### config.mk
export PLATFORM = sky130hd
export DESIGN_NAME = axi_rd_rr_arbiter
export DESIGN_NICKNAME = d
export VERILOG_FILES = /design/src/rtl/axi_rd_rr_arbiter.sv
export SDC_FILE = /design/constraint.sdc
export NUM_CORES = 1
export LEC_CHECK = 0
export CAP_MARGIN = 30
export CORE_MARGIN = 1.5
export CORE_UTILIZATION = 28
export DETAILED_ROUTE_END_ITERATION = 16
export PLACE_DENSITY = 0.81
export SLEW_MARGIN = 20
export SYNTH_ARGS = -nofsm -noshare
export SYNTH_HDL_FRONTEND = slang
export SYNTH_SLANG_ARGS = --single-unit
### constraint.sdc
create_clock -name clock_i -period 2.3 [get_ports clock_i]
set_input_delay 0.575 -clock clock_i [delete_from_list [all_inputs] [get_ports clock_i]]
set_output_delay 0.575 -clock clock_i [all_outputs]
set_load 0.02 [all_outputs]
### src/rtl/axi_rd_rr_arbiter.sv
// N-master to 1-slave AXI4 read arbiter: round-robin AR grant, registered slave AR,
// R channel locked to the granted master until RLAST. Optional RID check: AXI_ARB_RID_CHECK_EN.
module axi_rd_rr_arbiter #(
    parameter int NUM_M  = 2,
    parameter int ADDR_W = 32,
    parameter int DATA_W = 64,
    parameter int ID_W   = 4
) (
    input  logic                    clock_i,
    input  logic                    reset_i,
    input  logic [NUM_M-1:0]        m_arvalid_i,
    output logic [NUM_M-1:0]        m_arready_o,
    input  logic [NUM_M*ADDR_W-1:0] m_araddr_i,
    input  logic [NUM_M*8-1:0]      m_arlen_i,
    output logic [NUM_M-1:0]        m_rvalid_o,
    input  logic [NUM_M-1:0]        m_rready_i,
    output logic [DATA_W-1:0]       m_rdata_o,
    output logic [1:0]              m_rresp_o,
    output logic                    m_rlast_o,
    output logic                    s_arvalid_o,
    input  logic                    s_arready_i,
    output logic [ADDR_W-1:0]       s_araddr_o,
    output logic [7:0]              s_arlen_o,
    output logic [ID_W-1:0]         s_arid_o,
    input  logic                    s_rvalid_i,
    output logic                    s_rready_o,
    input  logic [DATA_W-1:0]       s_rdata_i,
    input  logic [1:0]              s_rresp_i,
    input  logic                    s_rlast_i,
    input  logic [ID_W-1:0]         s_rid_i,
    output logic                    busy_o,
    output logic                    err_rid_o
);

    localparam int GW = (NUM_M > 1) ? $clog2(NUM_M) : 1;

    typedef enum logic [1:0] {ST_IDLE, ST_AR, ST_R} state_e;

    state_e              state_q, state_d;
    logic [GW-1:0]       last_grant_q, last_grant_d;
    logic [GW-1:0]       grant_q, grant_d;
    logic [ADDR_W-1:0]   addr_q, addr_d;
    logic [7:0]          len_q, len_d;
    logic                err_q, err_d;

    logic [GW-1:0]       sel;
    logic                any_req;
    logic                r_hs;
    logic                rid_bad;

    // Round-robin pick: scan downward so the nearest requester after last_grant wins.
    always_comb begin
        sel     = '0;
        any_req = 1'b0;
        for (int k = NUM_M; k >= 1; k--) begin
            if (m_arvalid_i[(int'(last_grant_q) + k) % NUM_M]) begin
                sel     = GW'((int'(last_grant_q) + k) % NUM_M);
                any_req = 1'b1;
            end
        end
    end

`ifdef AXI_ARB_RID_CHECK_EN
    assign rid_bad = (s_rid_i != ID_W'(grant_q));
`else
    logic unused_rid;
    assign unused_rid = ^s_rid_i;
    assign rid_bad    = 1'b0;
`endif

    always_ff @(posedge clock_i or posedge reset_i) begin
        if (reset_i) begin
            state_q      <= ST_IDLE;
            last_grant_q <= GW'(NUM_M - 1);
            grant_q      <= '0;
            addr_q       <= '0;
            len_q        <= '0;
            err_q        <= 1'b0;
        end else begin
            state_q      <= state_d;
            last_grant_q <= last_grant_d;
            grant_q      <= grant_d;
            addr_q       <= addr_d;
            len_q        <= len_d;
            err_q        <= err_d;
        end
    end

    always_comb begin
        state_d      = state_q;
        last_grant_d = last_grant_q;
        grant_d      = grant_q;
        addr_d       = addr_q;
        len_d        = len_q;
        err_d        = err_q;
        m_arready_o  = '0;
        m_rvalid_o   = '0;
        m_rdata_o    = '0;
        m_rresp_o    = '0;
        m_rlast_o    = 1'b0;
        s_arvalid_o  = 1'b0;
        s_rready_o   = 1'b0;
        r_hs         = 1'b0;
        case (state_q)
            ST_IDLE: begin
                if (any_req) begin
                    // Gated by reset so outputs read 0 while reset is asserted.
                    m_arready_o[sel] = ~reset_i;
                    grant_d          = sel;
                    addr_d           = m_araddr_i[int'(sel)*ADDR_W +: ADDR_W];
                    len_d            = m_arlen_i[int'(sel)*8 +: 8];
                    state_d          = ST_AR;
                end
            end
            ST_AR: begin
                s_arvalid_o = 1'b1;
                if (s_arready_i) begin
                    state_d = ST_R;
                end
            end
            ST_R: begin
                m_rvalid_o[grant_q] = s_rvalid_i;
                s_rready_o          = m_rready_i[grant_q];
                m_rdata_o           = s_rdata_i;
                m_rresp_o           = s_rresp_i;
                m_rlast_o           = s_rlast_i;
                r_hs                = s_rvalid_i & m_rready_i[grant_q];
                if (r_hs && rid_bad) begin
                    m_rresp_o = 2'b10;
                    err_d     = 1'b1;
                end
                if (r_hs && s_rlast_i) begin
                    last_grant_d = grant_q;
                    state_d      = ST_IDLE;
                end
            end
            default: begin
                state_d = ST_IDLE;
            end
        endcase
    end

    assign s_araddr_o = addr_q;
    assign s_arlen_o  = len_q;
    assign s_arid_o   = ID_W'(grant_q);
    assign busy_o     = (state_q != ST_IDLE);

`ifdef AXI_ARB_RID_CHECK_EN
    assign err_rid_o = err_q;
`else
    logic unused_err;
    assign unused_err = err_q;
    assign err_rid_o  = 1'b0;
`endif

endmodule

Word-level counts from Yosys, hierarchy flattened
Index checks and enable logic that the tools add are counted.

Multiplexer cells: 28. Equality and inequality tests: 5. Divide/modulo/power cells: 0. Bitwise logic cells: 6. Shift operators: 2. Multipliers: 0. Add/subtract/negate cells: 2. $lt $le $gt $ge: 6. Reduce and logical (&&, ||, !) cells: 8.

Operator list (number): $mux W64 (1); $shiftx A64 B7 Y32 (1); $mux W1 (17); $shiftx A16 B5 Y8 (1); $mux W2 (7); $lt A2 B3 Y1 const B (2); $ne A2 B2 Y1 const B (3); $pmux W2 S3 (1); $and A2 B2 Y2 (2); $lt A1 B2 Y1 const B (2); $reduce_and A2 Y1 (2); $logic_and A1 B1 Y1 (3); $reduce_and A3 Y1 (1); $add A1 B1 Y1 const B (2); $and A1 B1 Y1 const A (2); $demux W1 S1 (2); $eq A2 B1 Y1 const B (1); $eq A2 B2 Y1 const B (1); $ge A1 B1 Y1 const B (2); $logic_not A2 Y1 (1); $reduce_bool A2 Y1 (1); $and A1 B1 Y1 (1); $not A1 Y1 (1).

Bits in writable memories: 0. Output and inout port bits: 119. Bits in registers: 44. ROM bits: 0. Word-level logic and storage cells: 62. Latch bits: 0. Input port bits: 159. Memories: 0.

Depth between registers and ports, before layout
Word-level depth: 14. Depth in mapped cells: 5. Gate-level depth less buffers: 3.

Least setup slack after synthesis
Ideal clock, no wire load.

Path kind: input -> output. From: in reset_i. To: out m_arready_o[0]. Arrival time: 1923 ps. Required time: 1725 ps. Path slack: -198 ps. Stages: 2. Path buffers: 0. Cells stage by stage: inv_1 and3_1.

Cells in the longest elaborated chain, start to end: 4.

Ends and longest elaborated chain: start: declaration (RTL line 10) `input logic reset_i,`; $not A1 Y1 (RTL line 108) `m_arready_o[sel] = ~reset_i;`; $and A2 B2 Y2 (no source line); $mux W2 (RTL line 106) `if (any_req) begin`; $mux W2 (RTL line 104) `case (state_q)`; end: declaration (RTL line 12) `output logic [NUM_M-1:0] m_arready_o,`.

Every way passes these cells.

Worst setup path in the final report
From: reg state_q[1]. To: out m_rdata_o[22].

Cells in the longest elaborated chain, start to end: 2.

Ends and longest elaborated chain: start: declaration (RTL line 39) `state_e state_q, state_d;`; start signal: assignment (RTL line 80) `state_q <= state_d;`; $eq A2 B2 Y1 (RTL line 104); $mux W64 (RTL line 104); end: declaration (RTL line 17) `output logic [DATA_W-1:0] m_rdata_o,`.

Every way passes these cells.

==> impl_metrics.env <==
export IMPL_status="complete, no violations"
export IMPL_nNetsFinal=666
export IMPL_grt_pass1_vias=3206
export IMPL_synth_top_area_share_pct=36.5
export IMPL_syn_inst=237
export IMPL_cpPeakStageDelay_ns=0.43
export IMPL_avgViaCountPerCell=4.38
export IMPL_vdd_ir_drop_max_v=0.000613
export IMPL_path_cells="nor2b_4, buf_12, and2_1, dlygate4sd2_1"
export IMPL_yosysTopAreaCell="mux2_4"
export IMPL_clk_pin_slew_worst_paths_ns=0.08
export IMPL_synth_cell_type_count=23
export IMPL_antenna_found_initial=3
export IMPL_cts_buffers=5
export IMPL_hold_viol=0
export IMPL_max_cap_violations=0
export IMPL_finalCritPeriodShare_pct=96.9
export IMPL_hp_class="reg2reg"
export IMPL_boundaryPins=278
export IMPL_slew_headroom_pct=61.8
export IMPL_gr_usage_met1_pct=23.2
export IMPL_dp_hpwl_um=9560
export IMPL_path_buf_inv=2
export IMPL_clk_path_buf_depth=2
export IMPL_crit_path_end_kind="output pin"
export IMPL_die_y_um=107
export IMPL_required_ns=1.73
export IMPL_route_vias_total=2837
export IMPL_initial_core_util_pct=29.2
export IMPL_insertion_delay_ns=0.29
export IMPL_ant_nets=0
export IMPL_clock_skew_ns=0.00380
export IMPL_power_leakage_nw=2.80
export IMPL_power_density_nw_per_um2=1030
export IMPL_period_minus_slack_ns=2.23
export IMPL_finalMaxSlewViolations=0
export IMPL_place_inst=632
export IMPL_grt_max_degree=45
export IMPL_cts_tree="built"
export IMPL_grt_busiest_layer="met2"
export IMPL_drt_wl_total_um=12300
export IMPL_worstSetupPathType="reg2out"
export IMPL_avgSynthCellArea_um2=12.8
export IMPL_placed_area_um2=5820
export IMPL_avgRoutedWirePerCell_um=19.0
export IMPL_drive_gt1_share_pct=23.8
export IMPL_drc=0
export IMPL_dieWidth_um=107
export IMPL_die_area_um2=11500
export IMPL_use_met3_pct=7.78
export IMPL_yosysWarnings=0
export IMPL_cp_start_kind="register"
export IMPL_drt_iter0_drc=81
export IMPL_cts_max_level=2
export IMPL_cp_top_family="buffers and inverters"
export IMPL_fin_cells=647
export IMPL_synth_area_leaders="mux2_4, dfrtp_1, and2_1"
export IMPL_yosysSeqAreaShare_pct=36.2
export IMPL_port_buffers=269
export IMPL_syn_to_final_growth_pct=94.5
export IMPL_grt_overflow_total=0
export IMPL_arrival_ns=1.65
export IMPL_crit_slowest_cell="dfrtp_1"
export IMPL_p_total_mw=6.08
export IMPL_row_count=37
export IMPL_grt_pass1_wl_um=18100
export IMPL_design_area_um2=5920
export IMPL_track_usage_pct=20.8
export IMPL_postCtsHoldBufs=0
export IMPL_critPathMaxFanout=44
export IMPL_cts_sinks=44
export IMPL_routabilityCongestion=0.859
export IMPL_met2_usage_pct=35.4
export IMPL_worst_slew_pin_slew_ns=0.574
export IMPL_fmax_mhz=449
export IMPL_ys_seq_elements=44
export IMPL_finalSetupViolCount=0
export IMPL_core_area_um2=10400
export IMPL_root_buffer="clkbuf_8"
export IMPL_synth_area_um2=3040
export IMPL_drtPass1Iterations=4
## path summary, 6_finish.rpt
| kind | from | endpoint | slack, ns | cells after the start |
|---|---|---|---|---|
| max in group asynchronous | reset_i | s_araddr_o[20] | 0.96 | 4 |
| min in group asynchronous | reset_i | s_araddr_o[10] | 0.95 | 4 |
| worst max-delay path | state_q[1] | m_rdata_o[22] | 0.07 | 4 |
| worst min register to register | s_araddr_o[12] | s_araddr_o[12] | 0.51 | 1 |
| worst min-delay path | s_araddr_o[12] | s_araddr_o[12] | 0.51 | 1 |
| worst max register to register | last_grant_q | s_araddr_o[25] | 0.31 | 6 |
## power breakdown
group	switching, mW	internal (mW)	total, mW	leakage [nW]
sequential	0.268	1.18	1.45	0.514
combinational	1.82	2.23	4.05	2.23
clock	0.258	0.323	0.581	0.0552
total	2.34	3.74	6.08	2.80
## stage by stage
stage	util (%)	setup slack, ns	TNS [ns]	hold WS, ns
after floorplan	-	0.110	0	0.570
after global placement	55.8	-0.363	-10.01	0.490
after detailed placement	55.8	-0.400	-11.39	0.491
after CTS	56.7	0.0295	0	0.517
after global routing	56.8	-0.00717	-0.0577	0.531
final	56.8	0.0714	0	0.512
## routing by layer
| metal | routed length (um) | share of wire [%] | up-vias |
|---|---|---|---|
| met4 | 321 | 2.6 | 0 |
| met2 | 6090 | 49 | 150 |
| met5 | 0 | 0 | - |
| li1 | - | - | 1319 |
| met3 | 1190 | 9.7 | 16 |
| met1 | 4720 | 38 | 1352 |
## layout by cell type (no fill, tap or decap), drive strengths merged
master,synthesis,routed
bufinv,0,1
a21bo,1,1
or2,1,1
bufbuf,0,1
mux2i,2,2
dfrtp,43,43
inv,3,2
a21o,1,1
clkinv,0,1
nor3,2,2
nand2b,1,1
nand2,2,2
conb,1,4
clkdlybuf4s50,0,194
nor2,6,6
and3,1,1
clkdlybuf4s15,0,22
dlygate4sd2,0,38
clkinvlp,0,1
diode,0,3
buf,14,14
and2,67,67
mux2,81,81
o2bb2ai,1,1
clkbuf,7,16
dfstp,1,1
dlymetal6s2s,0,2
nor2b,2,2
## final cells by class
type	instances	area, um2
Multi-Input combinational cell	172	1770
Clock buffer	6	72.6
Fill cell	922	4500
Timing Repair Buffer	281	2750
Antenna cell	3	7.51
Clock inverter	2	35.0
Tap cell	136	170
Sequential cell	44	1100
Inverter	3	15.0
## synthesized netlist by cell type
library cell  instances
dfstp_2               1
nand2b_1              1
mux2_2                7
buf_4                 5
nand2_1               2
buf_6                 6
or2_2                 1
and2_1               67
a21o_1                1
mux2_4               74
dfrtp_1              43
buf_12                3
and3_1                1
nor3_1                2
o2bb2ai_1             1
nor2_1                5
clkbuf_1              7
conb_1                1
nor2_4                1
inv_1                 3
mux2i_1               2
a21bo_1               1
nor2b_1               2
## registers in the layout, summed over array words and instances (netlist names)
register,cells
s_arlen_o,8
grant_q,1
s_araddr_o,32
state_q,2
last_grant_q,1
## what timing repair did
action                     in CTS  in global routing
gates cloned                    1                  0
setup endpoints to repair      87                 35
setup buffers                   3                  0
gates resized for setup        79                 47
## cells by family (layout without fill, tap and decap cells)
group / Yosys count / count (layout) / synth area share (%)
muxes: 83 / 83 / 39.8
DFF: 44 / 44 / 36.2
AOI/OAI and AO/OA: 3 / 3 / 0.864
and+or+nand+nor: 82 / 82 / 16.4
other: 1 / 7 / 0.123
buffers and inverters: 24 / 292 / 6.66
Note: power is estimated with default switching activity, not from simulation.
